==> config.mk <==
export PLATFORM = sky130hd
export DESIGN_NAME = ikaopll_op_param_seq
export DESIGN_NICKNAME = d
export VERILOG_FILES = /design/src/rtl/ikaopll_pkg.sv /design/src/rtl/ikaopll_busif.sv /design/src/rtl/ikaopll_op_param_seq.sv
export SDC_FILE = /design/constraint.sdc
export NUM_CORES = 1
export LEC_CHECK = 0
export BUFFER_PORTS_ARGS = -buffer_cell sky130_fd_sc_hd__buf_2
export CAP_MARGIN = 20
export CORE_UTILIZATION = 61
export CTS_CLUSTER_SIZE = 10
export DETAILED_ROUTE_END_ITERATION = 7
export PLACE_DENSITY = 0.78
export SKIP_LAST_GASP = 1
export SYNTH_ARGS = -nofsm -noshare
export SYNTH_HDL_FRONTEND = slang
export SYNTH_HIERARCHICAL = 1
export SYNTH_SLANG_ARGS = --single-unit
==> constraint.sdc <==
create_clock -name i_EMUCLK -period 3.35 [get_ports i_EMUCLK]
set_input_delay 1.005 -clock i_EMUCLK [delete_from_list [all_inputs] [get_ports i_EMUCLK]]
set_output_delay 1.005 -clock i_EMUCLK [all_outputs]
set_load 0.1 [all_outputs]
==> src/rtl/ikaopll_pkg.sv <==
// Shared constants, patch field layout and preset ROM for the OPLL parameter sequencer.
// The ROM is only consumed when IKAOPLL_ROMPATCH_EN is defined.
package ikaopll_pkg;

   localparam int NUM_SLOT = 18;

   localparam logic [7:0] USR_BASE  = 8'h00;
   localparam logic [7:0] FNUM_BASE = 8'h10;
   localparam logic [7:0] CTRL_BASE = 8'h20;
   localparam logic [7:0] INST_BASE = 8'h30;

   typedef struct packed {
      logic       am;
      logic       vib;
      logic       egt;
      logic       ksr;
      logic [3:0] mult;
      logic [3:0] ar;
      logic [3:0] dr;
      logic [3:0] sl;
      logic [3:0] rr;
   } patch_half_t;

   // byte 0 in [63:56] ... byte 7 in [7:0]
   localparam logic [63:0] ROM_PATCH [1:15] = '{
      64'h71611E17D0780017,
      64'h13411A0DD8F72313,
      64'h13019900F2C42123,
      64'h11610E078D647027,
      64'h32211E06E1760128,
      64'h31221605E0710018,
      64'h21611D0782811107,
      64'h33212D13B0700007,
      64'h61611B0664651017,
      64'h41610B1885F08107,
      64'h33018311EAEF1004,
      64'h17C12407F8F82212,
      64'h61500C05D2F54042,
      64'h01015503E9900302,
      64'h41418903F1E40313
   };

   function automatic logic [7:0] f_rom_byte(input logic [3:0] inst,
                                             input logic [2:0] idx);
      logic [63:0] p;
      p = ROM_PATCH[inst];
      return p[{~idx, 3'b000} +: 8];
   endfunction

   function automatic patch_half_t f_half(input logic [7:0] b0,
                                          input logic [7:0] b4,
                                          input logic [7:0] b6);
      patch_half_t ph;
      ph.am   = b0[7];
      ph.vib  = b0[6];
      ph.egt  = b0[5];
      ph.ksr  = b0[4];
      ph.mult = b0[3:0];
      ph.ar   = b4[7:4];
      ph.dr   = b4[3:0];
      ph.sl   = b6[7:4];
      ph.rr   = b6[3:0];
      return ph;
   endfunction

endpackage

==> src/rtl/ikaopll_busif.sv <==
// CPU bus sampler: WR rising-edge detect while selected, address latch,
// and a same-edge data write strobe toward the register file.
module ikaopll_busif (
   input  logic       i_EMUCLK,
   input  logic       i_IC_n,
   input  logic       i_phiM_PCEN_n,
   input  logic       i_CS_n,
   input  logic       i_WR_n,
   input  logic       i_A0,
   input  logic [7:0] i_D,
   output logic       o_wr_stb,
   output logic [7:0] o_addr,
   output logic [7:0] o_data
);

   logic       r_cs_n;
   logic       r_wr_n;
   logic [7:0] r_addr;
   logic       w_edge;

   assign w_edge   = ~i_phiM_PCEN_n & ~r_cs_n & ~r_wr_n & i_WR_n;
   assign o_wr_stb = w_edge & i_A0;
   assign o_addr   = r_addr;
   assign o_data   = i_D;

   always_ff @(posedge i_EMUCLK or negedge i_IC_n) begin
      if (!i_IC_n) begin
         r_cs_n <= 1'b0;
         r_wr_n <= 1'b0;
         r_addr <= 8'h00;
      end else if (!i_phiM_PCEN_n) begin
         r_cs_n <= i_CS_n;
         r_wr_n <= i_WR_n;
         if (w_edge && !i_A0) r_addr <= i_D;
      end
   end

endmodule

==> src/rtl/ikaopll_op_param_seq.sv <==
// Register file and 18-slot parameter sequencer feeding the EG/PG.
// Define IKAOPLL_ROMPATCH_EN to enable preset-ROM instrument selection.
import ikaopll_pkg::*;

module ikaopll_op_param_seq #(
   parameter int NUM_CH = 9
) (
   input  logic       i_EMUCLK,
   input  logic       i_IC_n,
   input  logic       i_phiM_PCEN_n,
   input  logic       i_phi1_NCEN_n,
   input  logic       i_CS_n,
   input  logic       i_WR_n,
   input  logic       i_A0,
   input  logic [7:0] i_D,
   output logic       o_CYCLE_00,
   output logic       o_CYCLE_17,
   output logic       o_MnC_SEL,
   output logic [8:0] o_FNUM,
   output logic [2:0] o_BLOCK,
   output logic       o_KON,
   output logic       o_SUSEN,
   output logic       o_ETYP,
   output logic       o_KSR,
   output logic [3:0] o_AR,
   output logic [3:0] o_DR,
   output logic [3:0] o_RR,
   output logic [3:0] o_SL,
   output logic [3:0] o_VOL
);

   localparam logic [3:0] LP_CH   = 4'(NUM_CH);
   localparam logic [4:0] LP_LAST = 5'(2 * NUM_CH - 1);

   logic       w_wr_stb;
   logic [7:0] w_addr;
   logic [7:0] w_data;

   logic [7:0] r_usr  [8];
   logic [7:0] r_fnum [NUM_CH];
   logic [5:0] r_ctrl [NUM_CH];
   logic [7:0] r_inst [NUM_CH];
   logic [4:0] r_cnt;

   logic [3:0]  w_ch;
   logic        w_mnc;
   logic [3:0]  w_inst;
   logic [7:0]  w_b0, w_b4, w_b6;
   patch_half_t w_ph;
   logic        w_unused;

   ikaopll_busif u_busif (
      .i_EMUCLK      (i_EMUCLK),
      .i_IC_n        (i_IC_n),
      .i_phiM_PCEN_n (i_phiM_PCEN_n),
      .i_CS_n        (i_CS_n),
      .i_WR_n        (i_WR_n),
      .i_A0          (i_A0),
      .i_D           (i_D),
      .o_wr_stb      (w_wr_stb),
      .o_addr        (w_addr),
      .o_data        (w_data)
   );

   always_ff @(posedge i_EMUCLK or negedge i_IC_n) begin
      if (!i_IC_n) begin
         for (int i = 0; i < 8; i++) r_usr[i] <= 8'h00;
         for (int i = 0; i < NUM_CH; i++) begin
            r_fnum[i] <= 8'h00;
            r_ctrl[i] <= 6'h00;
            r_inst[i] <= 8'h00;
         end
      end else if (w_wr_stb) begin
         if (w_addr[7:3] == USR_BASE[7:3])
            r_usr[w_addr[2:0]] <= w_data;
         else if (w_addr[3:0] < LP_CH) begin
            if (w_addr[7:4] == FNUM_BASE[7:4])
               r_fnum[w_addr[3:0]] <= w_data;
            else if (w_addr[7:4] == CTRL_BASE[7:4])
               r_ctrl[w_addr[3:0]] <= w_data[5:0];
            else if (w_addr[7:4] == INST_BASE[7:4])
               r_inst[w_addr[3:0]] <= w_data;
         end
      end
   end

   assign w_ch   = r_cnt[4:1];
   assign w_mnc  = r_cnt[0];
   assign w_inst = r_inst[w_ch][7:4];

   // modulator uses even user bytes, carrier the odd ones
   always_comb begin
      w_b0 = r_usr[{2'b00, w_mnc}];
      w_b4 = r_usr[{2'b10, w_mnc}];
      w_b6 = r_usr[{2'b11, w_mnc}];
`ifdef IKAOPLL_ROMPATCH_EN
      if (w_inst != 4'd0) begin
         w_b0 = f_rom_byte(w_inst, {2'b00, w_mnc});
         w_b4 = f_rom_byte(w_inst, {2'b10, w_mnc});
         w_b6 = f_rom_byte(w_inst, {2'b11, w_mnc});
      end
`endif
   end

   assign w_ph     = f_half(w_b0, w_b4, w_b6);
   assign w_unused = ^{w_ph.am, w_ph.vib, w_ph.mult, w_inst};

   always_ff @(posedge i_EMUCLK or negedge i_IC_n) begin
      if (!i_IC_n) begin
         r_cnt      <= 5'd0;
         o_CYCLE_00 <= 1'b0;
         o_CYCLE_17 <= 1'b0;
         o_MnC_SEL  <= 1'b0;
         o_FNUM     <= 9'd0;
         o_BLOCK    <= 3'd0;
         o_KON      <= 1'b0;
         o_SUSEN    <= 1'b0;
         o_ETYP     <= 1'b0;
         o_KSR      <= 1'b0;
         o_AR       <= 4'd0;
         o_DR       <= 4'd0;
         o_RR       <= 4'd0;
         o_SL       <= 4'd0;
         o_VOL      <= 4'd0;
      end else if (!i_phi1_NCEN_n) begin
         r_cnt      <= (r_cnt == LP_LAST) ? 5'd0 : r_cnt + 5'd1;
         o_CYCLE_00 <= (r_cnt == 5'd0);
         o_CYCLE_17 <= (r_cnt == LP_LAST);
         o_MnC_SEL  <= w_mnc;
         o_FNUM     <= {r_ctrl[w_ch][0], r_fnum[w_ch]};
         o_BLOCK    <= r_ctrl[w_ch][3:1];
         o_KON      <= r_ctrl[w_ch][4];
         o_SUSEN    <= r_ctrl[w_ch][5];
         o_ETYP     <= w_ph.egt;
         o_KSR      <= w_ph.ksr;
         o_AR       <= w_ph.ar;
         o_DR       <= w_ph.dr;
         o_RR       <= w_ph.rr;
         o_SL       <= w_ph.sl;
         o_VOL      <= w_mnc ? r_inst[w_ch][3:0] : 4'd0;
      end
   end

endmodule
==> results.sh, run 1 <==
export IMPL_status="finished with violations"
export IMPL_violations="DRC"
export IMPL_clock_path_buffers=3
export IMPL_grt_max_degree=92
export IMPL_finClkSkew_ns=0.01448
export IMPL_fin_nets=810
export IMPL_synthDistinctLibCells=47
export IMPL_grt_use_total=0.2661
export IMPL_antenna_found_initial=0
export IMPL_rsz0062_at_grt="no"
export IMPL_yosys_warnings=6
export IMPL_clkLatencyLatePin_ns=0.53
export IMPL_met2_usage=0.4397
export IMPL_io_buffers=53
export IMPL_core_area_mm2=0.01796
export IMPL_cts_resized=0
export IMPL_hp_class="reg -> reg"
export IMPL_yosysSeqAreaShare=0.5647
export IMPL_pwr_share_comb=0.162
export IMPL_final_common_cell="dfrtp_1"
export IMPL_leakage_nw=6.200
export IMPL_grt_ovfl_total=0
export IMPL_cts_setup_buffers=0
export IMPL_cts_buffers=29
export IMPL_cp_end_kind="flip-flop"
export IMPL_area_growth_pct=10.99
export IMPL_synth_edff_count=0
export IMPL_grt_pass1_wl_um=37730
export IMPL_arrival_ns=2.94
export IMPL_swShare=0.2871
export IMPL_vdd_drop_max_uv=525.1
export IMPL_p_switching_w=0.002088
export IMPL_setup_violations=0
export IMPL_layout_cells_most_common_list="dfrtp_1 (251), mux2_2 (193), buf_2 (52)"
export IMPL_htree_num_levels=1
export IMPL_netlist_instances=746
export IMPL_use_met1=0.3617
export IMPL_worst_slew_pin_slew_ns=1.054
export IMPL_drc=2
export IMPL_max_cap_violations=0
export IMPL_timing_fmax_ghz=0.4037
export IMPL_grt_use_met3=0.04636
export IMPL_routedWlPerCell_um=23.23
export IMPL_drtAntennaViolNets=0
export IMPL_seq_power_share=0.476
export IMPL_cts_hold_buf=0
export IMPL_drv_slew=0
export IMPL_post_route_period_util=0.7395
export IMPL_netlist_area_mm2=0.01117
export IMPL_cp_required_ns=3.81
export IMPL_ios=54
export IMPL_finalWorstSetupSlack_ns=0.8727
export IMPL_fp_row_count=49
export IMPL_async_flop_share=1.000
export IMPL_grt_busiest_layer="met2"
export IMPL_clockPowerShare=0.362
export IMPL_hpwl_um=15320
export IMPL_internal_power_w=0.005183
export IMPL_syn_avg_cell_area_um2=14.97
export IMPL_hold_viol=0
export IMPL_crit_fanout=20
export IMPL_cts_tree="built"
export IMPL_nFillCells=1186
export IMPL_clockRootBuffer="clkbuf_16"
export IMPL_ys_flop_type="dfrtp_1"
export IMPL_fin_setup_tns_ns=0
export IMPL_fp_dieArea_mm2=0.01885
export IMPL_start_util=0.6216
export IMPL_gp_congestion=0.8479
export IMPL_fin_crit_ns=2.477
export IMPL_layout_drive_gt1_share=0.4410
export IMPL_ys_seq_elements=252
export IMPL_totalWireLength_um=23820
export IMPL_die_x_um=137.3
export IMPL_cts_sinks=252
export IMPL_crit_type="reg -> reg"
export IMPL_antenna_cells=0
export IMPL_cp_start_kind="flip-flop"
export IMPL_vias=6579
export IMPL_cts_clk_slew_worst_paths_ns=0.05
export IMPL_slew_headroom=0.2972
export IMPL_drtPass1Iterations=7
export IMPL_syn_nets=764
export IMPL_die_h_um=137.3
export IMPL_power_density_mw_per_mm2=586.6
export IMPL_vias_per_cell=6.419
export IMPL_drt_initial_drc_count=557
export IMPL_grt_pass1_vias=6996
export IMPL_pre_cts_slack_ns=0.3853
[power by group through the flow]
stage | registers [W] | clock network (W) | logic (W)
final | 0.00346 | 0.00263 | 0.00118
after global routing | 0.00350 | 0.00278 | 0.00125
after CTS | 0.00346 | 0.00267 | 0.00119
after detailed placement | 0.00351 | 0 | 0.00118
after global placement | 0.00349 | 0 | 0.00115
after floorplan | 0.00352 | 0 | 0.000831
[stage by stage]
stage / total power (W) / util / hold WS, ns / cells / instance area, µm²
after floorplan: 0.004348 / - / 0.4526 / 746 / 11170
after global placement: 0.004642 / 0.6483 / 0.4599 / 990 / 11640
after detailed placement: 0.004688 / 0.6483 / 0.4638 / 990 / 11640
after CTS: 0.007320 / 0.6900 / 0.4758 / 1025 / 12390
after global routing: 0.007529 / 0.6900 / 0.5051 / 1025 / 12390
final: 0.007270 / 0.6900 / 0.4730 / 1025 / 12390
[final timing paths]
| kind | slack (ns) | to | cells after the start | startpoint |
|---|---|---|---|---|
| setup / recovery | 0.87 | o_FNUM[2] | 5 | r_cnt[2] |
| hold / removal | 0.47 | o_MnC_SEL | 1 | o_MnC_SEL |
| setup reg to reg | 0.87 | o_FNUM[2] | 5 | r_cnt[2] |
| hold reg to reg | 0.47 | o_MnC_SEL | 1 | o_MnC_SEL |
| max in group asynchronous | 2.06 | r_fnum[41] | 2 | i_IC_n |
| min in group asynchronous | 0.51 | r_usr[26] | 1 | i_IC_n |
[Yosys cell counts, types with 4 or more instances]
master / n / share of area
a22o_1: 14 / 0.011
buf_2: 8 / 0.0036
dfrtp_1: 252 / 0.56
a221o_1: 14 / 0.013
mux2_1: 7 / 0.0071
nand2b_1: 4 / 0.0022
mux2_4: 8 / 0.011
nor3_4: 6 / 0.0087
o21ai_0: 26 / 0.012
mux2i_1: 22 / 0.020
mux4_2: 36 / 0.073
nand3_1: 21 / 0.0094
buf_4: 8 / 0.0054
nor3_1: 7 / 0.0031
clkbuf_1: 37 / 0.012
mux2_2: 193 / 0.19
nor3b_1: 4 / 0.0027
nor2b_1: 6 / 0.0034
nand4_1: 4 / 0.0022
a32oi_1: 4 / 0.0031
nand2_1: 25 / 0.0084
nor2_1: 4 / 0.0013
[critical path: stages, from the launching register on]
cell     delay, ns
dfrtp_2       0.67
buf_4         0.36
nor4b_1       0.69
nor2b_1       0.25
buf_4         0.25
a221o_1       0.18
[layer usage]
layer | part of all wire | vias up
met5 | 0 | -
met4 | 0.020 | 0
met3 | 0.051 | 41
met2 | 0.49 | 183
met1 | 0.44 | 3505
li1 | - | 2850
[sequential cells by signal (all words and copies together), names as in the netlist]
register,flops
r_inst,36
u_busif/r_cs_n,1
o_AR,4
o_RR,4
o_CYCLE_00,1
o_ETYP,1
o_KSR,1
o_DR,4
o_MnC_SEL,1
r_ctrl,54
o_SUSEN,1
o_KON,1
r_fnum,72
o_SL,4
o_FNUM,9
u_busif/r_wr_n,1
o_CYCLE_17,1
o_VOL,4
o_BLOCK,3
r_cnt,5
u_busif/o_addr,8
r_usr,36
[final cells by class]
cell class	count	area [µm²]	area share
clock inverter	1	5.005	0.0004038
inverter	3	11.26	0.0009085
clock buffer	34	744.5	0.06006
tap	229	286.5	0.02312
multi-input combinational	435	4592	0.3705
timing repair buffer	71	447.9	0.03614
sequential	252	6307	0.5089
[logic make-up after synthesis]
| logic type | after synthesis | share of synthesized area |
|---|---|---|
| xor+xnor | 1 | 0.0007845 |
| fa+ha+maj | 3 | 0.003362 |
| simple gates | 102 | 0.06084 |
| flops | 252 | 0.5647 |
| mux | 266 | 0.3048 |
| compound gates | 63 | 0.04146 |
| buf+inv | 59 | 0.02409 |
Note: power is estimated with default switching activity, not from simulation.
==> inputs of run 2 (changes only) <==
Clock period 3.35 ns to 2.5 ns, I/O delays scaled along.
==> run 2 against run 1 <==
Net effect: the run still ends with DRC left; fmax up 10%; flip-flop and latch count stayed put; clock power increased by 38%; clock-buffer cell count is the same; worst setup slack got worse by 0.62 ns; clock skew is 0.0015 ns lower; sequential power grew 31%; design area grew 1.7%.
==> results.sh, run 2 (same netlist as run 1, synthesis figures left out) <==
export IMPL_status="finished with violations"
export IMPL_violations="DRC"
export IMPL_area_growth_pct=12.90
export IMPL_power_density_mw_per_mm2=786.0
export IMPL_cp_start_kind="flip-flop"
export IMPL_hp_class="in -> async"
export IMPL_slew_headroom=0.5083
export IMPL_r2r_cells=3
export IMPL_cts_setup_buffers=0
export IMPL_drt_initial_drc_count=435
export IMPL_final_common_cell="dfrtp_1"
export IMPL_routedWlPerCell_um=22.60
export IMPL_grt_max_degree=71
export IMPL_startpoint="r_cnt[2]"
export IMPL_fin_nets=830
export IMPL_drtAntennaViolNets=0
export IMPL_clkLatencyLatePin_ns=0.52
export IMPL_clockPowerShare=0.365
export IMPL_rsz0062_at_grt="no"
export IMPL_swShare=0.2826
export IMPL_cts_tree="built"
export IMPL_reg_largest_list="r_fnum x72, r_ctrl x54"
export IMPL_r2r_slack_ns=0.26
export IMPL_vias=6650
export IMPL_placed_cell_area_mm2=0.01183
export IMPL_die_x_um=137.3
export IMPL_cp_end_kind="flip-flop"
export IMPL_post_route_period_util=0.8972
export IMPL_cts_clk_slew_worst_paths_ns=0.06
export IMPL_wl_met1_um=10400
export IMPL_layout_cells_most_common_list="dfrtp_1 (251), mux2_2 (193), buf_2 (53)"
export IMPL_timing_rr_start="r_cnt[2]"
export IMPL_grt_pass1_vias=7093
export IMPL_setup_violations=0
export IMPL_cp_required_ns=2.95
export IMPL_drc=2
export IMPL_worst_slew_pin_slew_ns=0.7376
export IMPL_fin_setup_tns_ns=0
export IMPL_fp_dieArea_mm2=0.01885
export IMPL_seq_power_share=0.456
export IMPL_drv_slew=0
export IMPL_top_register="r_fnum"
export IMPL_largest_reg_flops=72
export IMPL_nFillCells=1171
export IMPL_antenna_cells=0
export IMPL_gp_congestion=0.8887
export IMPL_clockRootBuffer="clkbuf_16"
export IMPL_grt_use_total=0.2675
export IMPL_arrival_ns=2.69
export IMPL_cts_buffers=29
export IMPL_layout_drive_gt1_share=0.4559
export IMPL_internal_power_w=0.007109
export IMPL_io_buffers=53
export IMPL_hpwl_um=15480
export IMPL_core_area_mm2=0.01796
export IMPL_fp_row_count=49
export IMPL_fin_area_mm2=0.01261
export IMPL_cts_sinks=252
export IMPL_crit_type="reg -> reg"
export IMPL_fin_crit_ns=2.243
export IMPL_die_h_um=137.3
export IMPL_clock_path_buffers=3
export IMPL_wl_met3_um=1122
export IMPL_reg2reg_to="o_FNUM[3]"
export IMPL_ios=54
export IMPL_drtPass1Iterations=6
export IMPL_timing_fmax_ghz=0.4458
export IMPL_p_switching_w=0.002800
export IMPL_leakage_nw=6.314
export IMPL_totalWireLength_um=23620
export IMPL_grt_pass1_wl_um=38450
export IMPL_finClkSkew_ns=0.01300
export IMPL_dr_wl_met2_um=11720
export IMPL_grt_ovfl_total=0
export IMPL_htree_num_levels=1
export IMPL_antenna_found_initial=0
export IMPL_hold_viol=0
export IMPL_vdd_drop_max_uv=820.2
export IMPL_pwr_share_comb=0.179
export IMPL_start_util=0.6216
export IMPL_max_cap_violations=0
export IMPL_top_layer="met4"
export IMPL_vias_per_cell=6.364
export IMPL_crit_fanout=14
==> run 2: metal layers <==
layer	global-route usage	vias to the layer above
met5	0	-
met4	0.06716	0
met3	0.03679	33
met2	0.4447	193
met1	0.3742	3506
li1	-	2918
==> run 2: timing repair <==
| item | 4_1_cts | 5_1_grt |
|---|---|---|
| endpoints found under the hold margin | 0 | 0 |
| endpoints found under the setup margin | 14 | 0 |
| gates resized for setup | 1 | 0 |
| hold buffers | 0 | 0 |
==> run 2: worst max-delay path by stage <==
stage            endpoint  slack, ns  depth (start not counted)
6_report        o_FNUM[3]       0.26                          3
5_1_grt         o_FNUM[7]       0.11                          3
4_1_cts         o_FNUM[7]       0.25                          3
3_5_place_dp   r_inst[42]      -0.17                          7
3_3_place_gp   r_inst[42]      -0.11                          7
2_1_floorplan    r_usr[0]       0.13                          5
==> run 2: per-stage QoR <==
stage | instances | setup slack [ns] | hold WS (ns) | power [W] | utilization
final | 1045 | 0.2571 | 0.2012 | 0.009909 | 0.7018
after CTS | 1044 | 0.2502 | 0.2092 | 0.009973 | 0.7015
after global placement | 1009 | -0.1106 | 0.4599 | 0.006274 | 0.6583
after global routing | 1045 | 0.1079 | 0.2318 | 0.01028 | 0.7018
after detailed placement | 1009 | -0.1656 | 0.4691 | 0.006344 | 0.6583
after floorplan | 746 | 0.1323 | 0.4526 | 0.005827 | -
==> run 2: layout make-up <==
class,instances,area [µm²],area share
timing repair buffer,91,633.1,0.05022
sequential,252,6307,0.5003
multi-input combinational,435,4594,0.3644
clock buffer,34,744.5,0.05905
tap,229,286.5,0.02273
inverter,3,11.26,0.0008932
clock inverter,1,30.03,0.002382
==> run 2: critical path, stage by stage, from the launching register on <==
cell     delay, ns
dfrtp_2       0.53
nor4b_1       0.65
nor2b_2       0.72
a221o_1       0.27
==> run 2: power by group through the flow <==
stage	Clock (W)	Sequential [W]	Combinational (W)
global route	0.00385	0.00454	0.00190
floorplan	0	0.00471	0.00111
detailed placement	0	0.00457	0.00178
CTS	0.00368	0.00451	0.00178
finish	0.00362	0.00452	0.00178
global placement	0	0.00455	0.00173
==> inputs of run 3 (changes only) <==
==> constraint.sdc (replaced) <==
create_clock -name i_EMUCLK -period 2.5 [get_ports i_EMUCLK]
set_input_delay 0.125 -clock i_EMUCLK [delete_from_list [all_inputs] [get_ports i_EMUCLK]]
set_output_delay 0.125 -clock i_EMUCLK [all_outputs]
set_load 0.1 [all_outputs]
==> run 3 against run 2 <==
Net effect: the run now ends clean; hold slack worse by 0.088 ns; combinational power hardly changed; first-iteration DRC count is 3.4% higher; flip-flop and latch count stayed put; core utilization is 0.33 points lower; global-route usage is 0.14 points higher; total power is 0.97% lower; sequential share of layout area is 0.24 points higher; fmax is 1.5% higher; critical path type unchanged.
==> results.sh, run 3 (same netlist as run 1, synthesis figures left out) <==
export IMPL_slew_headroom=0.4729
export IMPL_cp_required_ns=2.92
export IMPL_status="finished clean"
export IMPL_fin_setup_tns_ns=0
export IMPL_cts_clk_slew_worst_paths_ns=0.06
export IMPL_layout_drive_gt1_share=0.4490
export IMPL_drc=0
export IMPL_cp_top_family="simple AND/OR/NAND/NOR gates"
export IMPL_largest_reg_flops=72
export IMPL_drtAntennaViolNets=0
export IMPL_die_x_um=137.3
export IMPL_io_buffers=53
export IMPL_critPathSlowestCell="mux2_2"
export IMPL_layout_cells_most_common_list="dfrtp_1 (251), mux2_2 (193), buf_2 (52)"
export IMPL_ff_latch_area_mm2=0.006307
export IMPL_cts_sinks=252
export IMPL_cp_end_kind="flip-flop"
export IMPL_reg2reg_to="r_usr[7]"
export IMPL_fin_nets=828
export IMPL_r2r_cells=6
export IMPL_timing_rr_start="u_busif/r_cs_n"
export IMPL_leakage_nw=6.288
export IMPL_hold_end="r_usr[31]"
export IMPL_drt_initial_drc_count=450
export IMPL_final_common_cell="dfrtp_1"
export IMPL_htree_num_levels=1
export IMPL_max_cap_violations=0
export IMPL_multiInputGateArea_mm2=0.004592
export IMPL_grt_pass1_wl_um=38320
export IMPL_clock_path_buffers=3
export IMPL_worst_hold_startpoint="i_D[7]"
export IMPL_crit_fanout=8
export IMPL_drv_slew=0
export IMPL_worst_slew_pin_slew_ns=0.7907
export IMPL_ios=54
export IMPL_cts_buffers=29
export IMPL_fp_row_count=49
export IMPL_clkLatencyLatePin_ns=0.54
export IMPL_gp_congestion=0.8460
export IMPL_grt_use_met3=0.04489
export IMPL_vias_per_cell=6.407
export IMPL_top_register="r_fnum"
export IMPL_grt_use_total=0.2689
export IMPL_post_route_period_util=0.8840
export IMPL_antenna_found_initial=0
export IMPL_die_h_um=137.3
export IMPL_clockRootBuffer="clkbuf_16"
export IMPL_timing_fmax_ghz=0.4525
export IMPL_r2r_slack_ns=0.29
export IMPL_cts_tree="built"
export IMPL_holdWs_ns=0.1134
export IMPL_hold_viol=0
export IMPL_finClkSkew_ns=0.01190
export IMPL_start_util=0.6216
export IMPL_reg_largest_list="r_fnum x72, r_ctrl x54"
export IMPL_setup_violations=0
export IMPL_dp_cells=1002
export IMPL_vdd_drop_max_uv=699.9
export IMPL_stdcell_count=1042
export IMPL_grt_ovfl_total=0
export IMPL_area_growth_pct=12.36
export IMPL_fin_crit_ns=2.210
export IMPL_drtPass1Iterations=5
export IMPL_grt_max_degree=88
export IMPL_cts_resized=0
export IMPL_rsz0062_at_grt="no"
export IMPL_arrival_ns=2.63
export IMPL_grt_pass1_vias=7088
export IMPL_worst_path_largest_cell_delay_ns=0.44
export IMPL_hp_class="in -> reg"
export IMPL_totalWireLength_um=23790
export IMPL_power_density_mw_per_mm2=782.1
export IMPL_fp_dieArea_mm2=0.01885
export IMPL_cp_start_kind="flip-flop"
export IMPL_hpwl_um=15290
export IMPL_use_met1=0.3671
export IMPL_p_total_w=0.009813
export IMPL_pre_cts_slack_ns=0.3018
export IMPL_routedWlPerCell_um=22.83
export IMPL_core_area_mm2=0.01796
export IMPL_grt_busiest_layer="met2"
export IMPL_path_buf_inv=1
export IMPL_finalWorstSetupSlack_ns=0.2899
export IMPL_cp_cell_sequence="nor2_1 > and4b_2 > nor3b_1 > buf_4 > nand4_1 > mux2_2"
export IMPL_nFillCells=1155
export IMPL_min_path_cells=2
export IMPL_met2_usage=0.4489
export IMPL_crit_type="reg -> reg"
export IMPL_antenna_cells=0
export IMPL_vias=6676
==> run 3: cell count changes in the layout (fill, tap and decap cells not counted), sizes merged <==
cell	change
clkbuf	-2
dlygate4sd3	+5
clkinv	+1
buf	-7
bufinv	-1
inv	+1
==> run 3: area by class of cell <==
class                   count  area share
well taps                 229     0.02284
inverters                   3   0.0008975
repair buffers             89     0.04747
clock buffers              32     0.05874
clock inverters             2    0.001396
flip-flops and latches    252      0.5027
multi-input cells         435      0.3660
==> run 3: per-stage QoR <==
stage               area, µm²  utilization
finish                  12550       0.6985
global route            12550       0.6985
CTS                     12540       0.6981
detailed placement      11740       0.6533
global placement        11730       0.6529
floorplan               11170            -
==> run 3: routing by layer <==
layer	part of all wire	up-vias
li1	-	2901
met1	0.43	3507
met2	0.50	219
met3	0.053	49
met4	0.019	0
met5	0	-
==> run 3: repair_timing <==
item                                    4_1_cts  5_1_grt
hold buffers                                  5        0
buffers inserted                              0        0
endpoints found under the setup margin        0        0
endpoints found under the hold margin        84        0
==> run 3: worst max-delay path by stage <==
stage | endpoint | depth (start not counted) | startpoint
floorplan | r_ctrl[12] | 4 | u_busif/o_addr[7]
global placement | o_BLOCK[2] | 4 | r_cnt[1]
detailed placement | o_FNUM[5] | 3 | r_cnt[2]
CTS | o_FNUM[5] | 3 | r_cnt[2]
global route | r_usr[7] | 6 | u_busif/r_cs_n
finish | r_usr[7] | 6 | u_busif/r_cs_n
==> run 3: power by group <==
part / internal (W) / switching, W / total, W
logic: 0.000666 / 0.00111 / 0.00178
clock network: 0.00205 / 0.00149 / 0.00353
registers: 0.00428 / 0.000223 / 0.00450
